$ cat config.mk
export PLATFORM = sky130hd
export DESIGN_NAME = dmem_arbiter
export DESIGN_NICKNAME = d
export VERILOG_FILES = /design/src/rtl/dmem_arb_pkg.sv /design/src/rtl/rr_pick2.sv /design/src/rtl/dmem_arbiter.sv
export SDC_FILE = /design/constraint.sdc
export NUM_CORES = 1
export LEC_CHECK = 0
export ABC_AREA = 1
export ABC_CLOCK_PERIOD_IN_PS = 2800
export BUFFER_PORTS_ARGS = -buffer_cell sky130_fd_sc_hd__buf_2
export CORE_AREA = 2 2 93 95
export CTS_CLUSTER_SIZE = 24
export DETAILED_ROUTE_END_ITERATION = 10
export DIE_AREA = 0 0 95 97
export PLACE_DENSITY = 0.77
export SYNTH_ARGS = -nofsm -noshare
export SYNTH_HDL_FRONTEND = slang
export SYNTH_SLANG_ARGS = --single-unit
$ cat constraint.sdc
create_clock -name clk -period 2.8 [get_ports clk]
set_clock_uncertainty 0.05 [all_clocks]
set_input_delay 0.14 -clock clk [delete_from_list [all_inputs] [get_ports clk]]
set_output_delay 0.14 -clock clk [all_outputs]
set_load 0.005 [all_outputs]
$ cat src/rtl/dmem_arb_pkg.sv
// Shared types and defaults for the data-memory arbiter.
// The core and the loader/debug port share one single-port data memory;
// the FSM and owner encodings below are used by the top and the picker.
package dmem_arb_pkg;

   // Default geometry: 1024 words of 32 bits
   localparam int ADDR_W_DEF = 10;
   localparam int DATA_W_DEF = 32;

   // Arbiter FSM: one memory access takes exactly IDLE -> ISSUE -> RESP
   typedef enum logic [1:0] {
      IDLE  = 2'd0,
      ISSUE = 2'd1,
      RESP  = 2'd2
   } state_t;

   // Which requester owns the access currently in flight
   typedef enum logic {
      OWN_CORE = 1'b0,
      OWN_LDR  = 1'b1
   } owner_t;

   // Request vector bit positions handed to the picker
   localparam int REQ_CORE = 0;
   localparam int REQ_LDR  = 1;

   // The owner that did not win last time; used to break a tie
   function automatic owner_t other_owner(input owner_t o);
      return (o == OWN_CORE) ? OWN_LDR : OWN_CORE;
   endfunction

endpackage

$ cat src/rtl/rr_pick2.sv
// Two-way round-robin picker.
// A lone requester always wins. When both request, the one that was not
// granted last time wins. Purely combinational; the caller keeps the
// last-owner pointer.
module rr_pick2
   import dmem_arb_pkg::*;
(
   input  logic [1:0] req,
   input  logic       last_owner,
   output logic       winner,
   output logic       any
);

   // Select the winner from the request vector and the last grant
   always_comb begin
      any    = req[REQ_CORE] | req[REQ_LDR];
      winner = OWN_CORE;
      if (req[REQ_CORE] && req[REQ_LDR]) begin
         winner = other_owner(owner_t'(last_owner));
      end else if (req[REQ_LDR]) begin
         winner = OWN_LDR;
      end else begin
         winner = OWN_CORE;
      end
   end

endmodule

$ cat src/rtl/dmem_arbiter.sv
// Data-memory arbiter: shares one synchronous single-port memory between
// the core and a loader/debug requester.
//
// Handshake: a requester raises *_req with we/addr/wdata stable and keeps
// them stable until it sees its one-cycle *_gnt pulse. The request is
// sampled in IDLE; the gnt pulse appears the following cycle (ISSUE) in
// step with mem_en, and the one-cycle *_rvalid pulse (with *_rdata for
// loads, 0 for stores) appears the cycle after that (RESP). Dropping req
// after it was sampled does not cancel the access. A req still high in
// RESP is seen again as a fresh request in the next IDLE cycle.
//
// All outputs are forced to their idle values while rst is low, so a
// reset arriving in RESP suppresses the pending rvalid.
module dmem_arbiter
   import dmem_arb_pkg::*;
#(
   parameter int ADDR_W = ADDR_W_DEF,
   parameter int DATA_W = DATA_W_DEF
) (
   input  logic              clk,
   input  logic              rst,

   input  logic              core_req,
   input  logic              core_we,
   input  logic [ADDR_W-1:0] core_addr,
   input  logic [DATA_W-1:0] core_wdata,
   output logic              core_gnt,
   output logic              core_rvalid,
   output logic [DATA_W-1:0] core_rdata,

   input  logic              ldr_req,
   input  logic              ldr_we,
   input  logic [ADDR_W-1:0] ldr_addr,
   input  logic [DATA_W-1:0] ldr_wdata,
   output logic              ldr_gnt,
   output logic              ldr_rvalid,
   output logic [DATA_W-1:0] ldr_rdata,

   output logic              mem_en,
   output logic              mem_we,
   output logic [ADDR_W-1:0] mem_addr,
   output logic [DATA_W-1:0] mem_wdata,
   input  logic [DATA_W-1:0] mem_rdata,

   output logic [1:0]        dbg_state
);

   state_t              state_q;
   state_t              state_d;
   owner_t              owner_q;
   owner_t              last_owner_q;
   logic                lat_we_q;
   logic [ADDR_W-1:0]   lat_addr_q;
   logic [DATA_W-1:0]   lat_wdata_q;

   logic [1:0]          req_vec;
   logic                pick_winner;
   logic                pick_any;
   logic                take;

   logic                in_issue;
   logic                in_resp;
   logic [DATA_W-1:0]   resp_data;

   assign req_vec[REQ_CORE] = core_req;
   assign req_vec[REQ_LDR]  = ldr_req;

   rr_pick2 u_pick (
      .req        (req_vec),
      .last_owner (last_owner_q),
      .winner     (pick_winner),
      .any        (pick_any)
   );

   // A request is only accepted while idle
   assign take = (state_q == IDLE) && pick_any;

   // FSM state register
   always_ff @(posedge clk) begin
      if (!rst) begin
         state_q <= IDLE;
      end else begin
         state_q <= state_d;
      end
   end

   // FSM next state: every accepted request walks IDLE -> ISSUE -> RESP -> IDLE
   always_comb begin
      state_d = state_q;
      case (state_q)
         IDLE:    if (pick_any) state_d = ISSUE;
         ISSUE:   state_d = RESP;
         RESP:    state_d = IDLE;
         default: state_d = IDLE;
      endcase
   end

   // Capture the winner's access and update the round-robin pointer
   always_ff @(posedge clk) begin
      if (!rst) begin
         owner_q      <= OWN_CORE;
         last_owner_q <= OWN_LDR;
         lat_we_q     <= 1'b0;
         lat_addr_q   <= '0;
         lat_wdata_q  <= '0;
      end else if (take) begin
         owner_q      <= owner_t'(pick_winner);
         last_owner_q <= owner_t'(pick_winner);
         if (pick_winner == OWN_LDR) begin
            lat_we_q    <= ldr_we;
            lat_addr_q  <= ldr_addr;
            lat_wdata_q <= ldr_wdata;
         end else begin
            lat_we_q    <= core_we;
            lat_addr_q  <= core_addr;
            lat_wdata_q <= core_wdata;
         end
      end
   end

   // Phase decode, blanked while reset is held
   assign in_issue  = rst && (state_q == ISSUE);
   assign in_resp   = rst && (state_q == RESP);
   assign resp_data = lat_we_q ? '0 : mem_rdata;

   // Memory port: address/data follow the latch, so they hold between accesses
   always_comb begin
      mem_en    = in_issue;
      mem_we    = in_issue && lat_we_q;
      mem_addr  = '0;
      mem_wdata = '0;
      if (rst) begin
         mem_addr  = lat_addr_q;
         mem_wdata = lat_wdata_q;
      end
   end

   // Requester responses: gnt in ISSUE, rvalid/rdata in RESP, owner only
   always_comb begin
      core_gnt    = 1'b0;
      ldr_gnt     = 1'b0;
      core_rvalid = 1'b0;
      ldr_rvalid  = 1'b0;
      core_rdata  = '0;
      ldr_rdata   = '0;
      if (owner_q == OWN_LDR) begin
         ldr_gnt    = in_issue;
         ldr_rvalid = in_resp;
         if (in_resp) ldr_rdata = resp_data;
      end else begin
         core_gnt    = in_issue;
         core_rvalid = in_resp;
         if (in_resp) core_rdata = resp_data;
      end
   end

   // Debug view of the FSM state
   assign dbg_state = state_q;

endmodule
Word-level counts from Yosys, hierarchy flattened

Index checks and enable logic that the tools add are counted.

Word-level logic and storage cells: 34
Output and inout bits: 114
Register bits after elaboration: 47
Input bits: 122

Equal/unequal tests: 3
Mux-type cells: 18
Bitwise operators: 1
Reductions and logical operators: 6

Operators by type and width:

| cell                                                                  | count |
|---|---|
| 32-bit two-way mux                                                    | 6 |
| 10-bit two-way mux                                                    | 2 |
| 1-bit two-way mux                                                     | 8 |
| 1-bit logical AND                                                     | 5 |
| 2-bit case mux with 2 select lines                                    | 1 |
| 2-bit by 1-bit equality test with 1-bit output, second input constant | 1 |
| 2-bit equality test, second input constant                            | 1 |
| 2-bit zero test                                                       | 1 |
| 2-bit two-way mux                                                     | 1 |
| 2-bit inequality test, second input constant                          | 1 |
| 1-bit OR                                                              | 1 |

Depth between registers and ports, before layout

Gate-level depths: netlist of run 1.

Depth after elaboration: 4
Gate-level depth with buffers: 7
Depth with buffers taken out: 6

By module

From an unflattened synthesis of run 1, not the netlist that was laid out.

Cell total of the unflattened synthesis: 673
Area, all modules: 3368.2 sq um

Modules (own cells, without submodules):

| module       | area each (sq um) | sequential area each (sq um) | times used | cells each |
|---|---|---|---|---|
| dmem_arbiter | 3353.2            | 940.9                        | 1          | 670 |
| rr_pick2     | 15.0              | 0.0                          | 1          | 3 |

Worst setup path after synthesis of run 1

Ideal clock, no wire load.

Kind: register to output
Start point: register state_q[0], in the netlist dbg_state[0]
End point: output core_rdata[10]
Path buffers: 1
Path slack: 1.597 ns
Data arrival time: 1.013 ns
Cell stages (with the launch flop): 7
Data required time: 2.610 ns
Path through: dfxtp_1 > inv_1 > nand3_1 > nor2_2 > buf_2 > nand2_1 > nor2_1

Longest elaborated chain between the ends: 4

RTL lines:

| item                     | line                | source |
|---|---|---|
| start: declaration       | dmem_arbiter.sv:48  | `state_t state_q;` |
| start signal: assignment | dmem_arbiter.sv:83  | `state_q <= state_d;` |
| 2-bit equality test      | dmem_arbiter.sv:123 | `assign in_resp = rst && (state_q == RESP);` |
| 1-bit logical AND        | dmem_arbiter.sv:123 |  |
| 32-bit two-way mux       | dmem_arbiter.sv:153 | `if (in_resp) core_rdata = resp_data;` |
| 32-bit two-way mux       | dmem_arbiter.sv:146 | `if (owner_q == OWN_LDR) begin` |
| end: declaration         | dmem_arbiter.sv:29  | `output logic [DATA_W-1:0] core_rdata,` |

Every way passes these cells.

Final worst setup path of run 1

Start point: register state_q[0], in the netlist dbg_state[0]
End point: output ldr_rdata[8]

Longest elaborated chain between the ends: 4

RTL lines:

| item                | line                | source |
|---|---|---|
| 2-bit equality test | dmem_arbiter.sv:123 |  |
| 1-bit logical AND   | dmem_arbiter.sv:123 |  |
| 32-bit two-way mux  | dmem_arbiter.sv:149 | `if (in_resp) ldr_rdata = resp_data;` |
| 32-bit two-way mux  | dmem_arbiter.sv:146 |  |
| end: declaration    | dmem_arbiter.sv:37  | `output logic [DATA_W-1:0] ldr_rdata,` |

Every way passes these cells.

==> flow_summary.toml, run 1 <==
[floorplan]
die_w_um = 95
ioPinCount = 236
rows = 33
die_h_um = 97
dieArea_um2 = 9220
core_um2 = 8130
start_util = 0.382

[sta]
setup_violations = 0
max_slew_margin = 0.531
setup_tns_ns = 0
worst_pin_slew_ns = 0.702
hold_violations = 0
timing.final.crit_share = 0.696
period_minus_slack_ns = 1.95
rsz0062_at_grt = "no"
finalMaxSlewViolations = 0
fmax_mhz = 513

[layout]
multi_input_comb_area_um2 = 1500
fin_area_um2 = 4400
seqCellArea_um2 = 941
fill_cells = 919
instances_no_fill = 914
final_common_cell = "nand2_1"
nets = 929
drive_gt1_frac = 0.314
finalCoreUtilization = 0.541
final_cell_mix = "253 x nand2_1, 235 x buf_2, 131 x inv_1"
area_growth_pct = 41.7

[detailed_routing]
wl_per_cell_um = 10.6
firstDrtPassIters = 4
dr_total_vias = 3950
routed_wl_um = 9710
drc = 0
first_iter_violations = 163
viasPerCell = 4.32
ant_nets = 0

[pwr]
leakage_nw = 3.24
irDropWorstVdd_uv = 219
fin_total_pwr_mw = 1.65
power.density_nw_per_um2 = 374

[yosys]
synth_top_area_share = 0.306
syn_nets = 712
synth.avg_cell_area_um2 = 5.26
yosysWarnings = 0
syn_inst = 590
ys_types = 16
synth_area_um2 = 3110
ys_seq_area_frac = 0.303
ys_ff_latch = 47
yosys-top-cells-area = "nand2_1 31%, dfxtp_1 30%, inv_1 16%, nor2_1 8.9%, nand3_1 7.4%"
yosys.area.top_type = "nand2_1"

[worst_setup_path]
cp.arrival_ns = 1.76
crit_buf_inv = 3
critPathKind = "register to output port"
worst-path-max-fanout = 32
critPathSlowestCell = "dfxtp_1"
path_cells = "inv_1 > nand3_1 > nor2_2 > buf_4 > nand2_1 > nor2_1 > buf_2"
crit_path_start_kind = "register"
rr_worst_depth = 6
crit_cells = 7
cp.required_ns = 2.61
slowest_delay_ns = 0.35
worstSetupEndpointType = "output port"
crit_family = "simple AND/OR/NAND/NOR gates"

[place]
place.gp.congestion = 0.795
dp_cells = 905
placement.cell_area_um2 = 4300
place.port_buffers = 235
hpwl_um = 7580

[clocking]
root_buffer = "clkbuf_8"
cts_hold_buffers = 0
clockBufferDepth = 2
clk_pin_slew_ns = 0.09
cts-resized-gates = 0
cts_buffers = 5
h-tree-depth = 2
cts_setup_buffers = 0
cts_sinks = 47
cts_tree = "built"
clk-insertion-delay-late_ns = 0.29

[run]
drv_cap = 0

[grt]
grt_pass1_wl_um = 15400
overflow = 0
grt_antenna_before_repair = 1
grt_max_degree = 47
track_usage = 0.208
grt_pass1_vias = 3538

[min_path]
hold_path_class = "input pin to register"
hold_path_depth = 5

[outcome]
outcome = "completed"
## path summary, 6_finish.rpt
kind	start	to	slack (ns)
setup / recovery	dbg_state[0]	ldr_rdata[8]	0.85
hold / removal	core_wdata[14]	lat_wdata_q[14]	0.08
setup reg to reg	dbg_state[1]	lat_wdata_q[21]	0.88
hold reg to reg	last_owner_q	last_owner_q	0.43
## routing by layer
metal | vias to the layer above | share of wire | track usage
li1 | 2093 | - | -
met1 | 1671 | 0.41 | 0.233
met2 | 171 | 0.50 | 0.393
met3 | 15 | 0.076 | 0.0350
met4 | 0 | 0.015 | 0.0535
met5 | - | 0 | 0
## registers in the layout, indices dropped and copies added (netlist names)
signal,cells
lat_addr_q,10
last_owner_q,1
dbg_state,2
lat_wdata_q,32
owner_q,1
lat_we_q,1
## through the flow
step / worst slack, ns / hold slack (ns)
2_1_floorplan: 1.60 / 0.274
3_3_place_gp: 0.914 / 0.388
3_5_place_dp: 0.884 / 0.387
4_1_cts: 0.854 / 0.0763
5_1_grt: 0.614 / 0.0958
6_report: 0.851 / 0.0836
## power by group
group	total (mW)	internal (mW)	switching, mW	leakage (nW)
logic	0.436	0.176	0.260	2.80
registers	0.759	0.740	0.0194	0.389
clock network	0.453	0.225	0.228	0.0505
## worst reg2reg max path, cell delays in order (launching register included)
cell and delay [ns]:
dfxtp_1 0.34, nor2_1 0.19, nand2_4 0.32, nor2_4 0.39, buf_4 0.37, nand3_1 0.14
nand2_1 0.07
## cell families after synthesis
family,Yosys count,synth area share
compound gates,2,0.00403
buf+inv,165,0.214
flops,47,0.303
simple gates,376,0.479
## Yosys cell counts
| cell | instances |
|---|---|
| nor2_1 | 74 |
| nand2_1 | 253 |
| buf_2 | 13 |
| nand2_4 | 1 |
| clkbuf_1 | 8 |
| clkinv_1 | 1 |
| nor2_4 | 1 |
| a21oi_1 | 1 |
| nand3_1 | 46 |
| buf_1 | 2 |
| inv_1 | 131 |
| dfxtp_1 | 47 |
| nor2_2 | 1 |
| buf_4 | 8 |
| a21boi_0 | 1 |
| inv_2 | 2 |
## layout make-up
class | count | share of cell area
inverters | 134 | 0.114
repair buffers | 241 | 0.277
diodes | 1 | 0.000569
well taps | 105 | 0.0298
flip-flops and latches | 47 | 0.214
clock inverters | 1 | 0.00171
multi-input cells | 378 | 0.341
clock buffers | 7 | 0.0219
No activity file was read; power rests on OpenSTA's default activity.
==> run 2, diff against run 1 <==
--- a/config.mk
+++ b/config.mk
@@ -6,13 +6,12 @@
 export NUM_CORES = 1
 export LEC_CHECK = 0
 export ABC_AREA = 1
-export ABC_CLOCK_PERIOD_IN_PS = 2800
+export ABC_CLOCK_PERIOD_IN_PS = 1560
 export BUFFER_PORTS_ARGS = -buffer_cell sky130_fd_sc_hd__buf_2
-export CORE_AREA = 2 2 93 95
+export CORE_UTILIZATION = 37
 export CTS_CLUSTER_SIZE = 24
 export DETAILED_ROUTE_END_ITERATION = 10
-export DIE_AREA = 0 0 95 97
-export PLACE_DENSITY = 0.77
+export PLACE_DENSITY = 0.78
 export SYNTH_ARGS = -nofsm -noshare
 export SYNTH_HDL_FRONTEND = slang
 export SYNTH_SLANG_ARGS = --single-unit
==> constraint.sdc (replaced) <==
create_clock -name clk -period 1.56 [get_ports clk]
set_clock_uncertainty 0.05 [all_clocks]
set_input_delay 0.078 -clock clk [delete_from_list [all_inputs] [get_ports clk]]
set_output_delay 0.078 -clock clk [all_outputs]
set_load 0.005 [all_outputs]
==> flow_summary.toml, run 2 (synthesis results as in run 1) <==
[pwr]
internal_power_mw = 2.11
power_frac_clock = 0.260
pwr-share-comb = 0.291
irDropWorstVdd_uv = 311
p_seq_frac = 0.449
p_sw_frac = 0.306
leakage_nw = 3.44
p_switching_mw = 0.929
power.density_nw_per_um2 = 638

[sta]
finalMaxSlewViolations = 0
fin_ws_ns = -0.0387
max_slew_margin = 0.759
setup_tns_ns = -0.165
rsz0062_at_grt = "yes"
period_minus_slack_ns = 1.60
worst_pin_slew_ns = 0.362
hold_violations = 0
fmax_mhz = 626
timing.final.crit_share = 1.02
setup_violations = 11

[worst_setup_path]
cp.required_ns = 1.43
cp.arrival_ns = 1.47
worstSetupEndpointType = "output port"
worst-path-max-fanout = 8
crit_path_start_kind = "register"
critPathKind = "register to output port"
startpoint = "dbg_state[0]"
rr_startpoint = "dbg_state[1]"

[floorplan]
die_h_um = 93.6
rows = 33
ioPinCount = 236
core_um2 = 8180
start_util = 0.380
dieArea_um2 = 8760
die_w_um = 93.6

[place]
place.gp.congestion = 0.801
hpwl_um = 7430
place.port_buffers = 235
place_ws_ns = 0.102
dp_cells = 913

[clocking]
clk_pin_slew_ns = 0.08
cts_buffers = 5
clk-insertion-delay-late_ns = 0.29
root_buffer = "clkbuf_8"
h-tree-depth = 2
clockBufferDepth = 2
cts_sinks = 47
cts_tree = "built"

[detailed_routing]
wl_met3_um = 596
routed_wl_um = 9750
ant_nets = 0
drc = 0
wl_met1_um = 3560
viasPerCell = 4.30
firstDrtPassIters = 4
dr_total_vias = 4008
met2_length_um = 5350
top_layer_used = "met4"
first_iter_violations = 116
wl_per_cell_um = 10.4

[layout]
instances_no_fill = 933
largest_reg_flops = 32
drive_gt1_frac = 0.373
fill_cells = 896
nets = 947
final_cell_mix = "235 x buf_2, 234 x nand2_1, 130 x inv_1"
final_common_cell = "buf_2"
area_growth_pct = 53.3
top_register = "lat_wdata_q"

[outcome]
violations = "negative setup slack"
outcome = "complete, but fails checks"

[grt]
grt_pass1_wl_um = 14800
grt_antenna_before_repair = 2
track_usage = 0.213
overflow = 0
grt_max_degree = 44
grt_pass1_vias = 3421

[min_path]
hold_path.startpoint = "ldr_wdata[6]"
hold_path_class = "input pin to register"

[run]
drv_cap = 0
[run 2: routing by layer]
layer,vias to the layer above,track usage
met5,-,0
met4,0,0.0949
met3,18,0.0333
met2,144,0.432
met1,1718,0.208
li1,2128,-
[run 2: final cells by class]
class                           count  area, µm²  share of cell area
Inverter                          134        507               0.106
Sequential cell                    47        943               0.198
Timing Repair Buffer              259       1400               0.295
Tap cell                          105        131              0.0276
Clock buffer                        8        100              0.0210
Antenna cell                        2       5.00             0.00105
Multi-Input combinational cell    378       1670               0.351
[run 2: final timing paths]
| kind | end | slack, ns | cells past startpoint |
|---|---|---|---|
| max | ldr_rdata[31] | -0.04 | 7 |
| min | lat_wdata_q[6] | 0.03 | 5 |
| max reg2reg | lat_wdata_q[1] | 0.16 | 7 |
| min reg2reg | last_owner_q | 0.43 | 2 |
[run 2: critical path, cell delays in order (launching register included)]
cell and delay, ns:
dfxtp_2 0.33, inv_2 0.07, nand3_4 0.08, nor2_4 0.18, buf_8 0.20, nand2_2 0.07, nor2_2 0.12, buf_2 0.12
[run 2: power groups by stage]
stage          logic [mW]  clock network [mW]  registers [mW]
6_report            0.883               0.791            1.36
5_1_grt              1.01               0.869            1.38
4_1_cts             0.867               0.829            1.37
3_5_place_dp        0.824                   0            1.39
3_3_place_gp        0.820                   0            1.39
2_1_floorplan       0.483                   0            1.38
[run 2: stage by stage]
stage	util	hold WS [ns]	instance area, µm²	total power, mW
after floorplan	-	0.210	3110	1.87
after global placement	0.536	0.315	4380	2.20
after detailed placement	0.536	0.316	4380	2.22
after CTS	0.572	0.0155	4670	3.06
after global routing	0.582	0.0354	4760	3.25
final	0.582	0.0269	4760	3.04
[run 2: repair_timing]
action	in CTS	in global routing
setup buffers	5	5
setup endpoints to repair	64	105
endpoints found under the hold margin	1	0
gates cloned	2	0
hold buffers	1	0
resized for setup	23	35
pin swaps	3	13
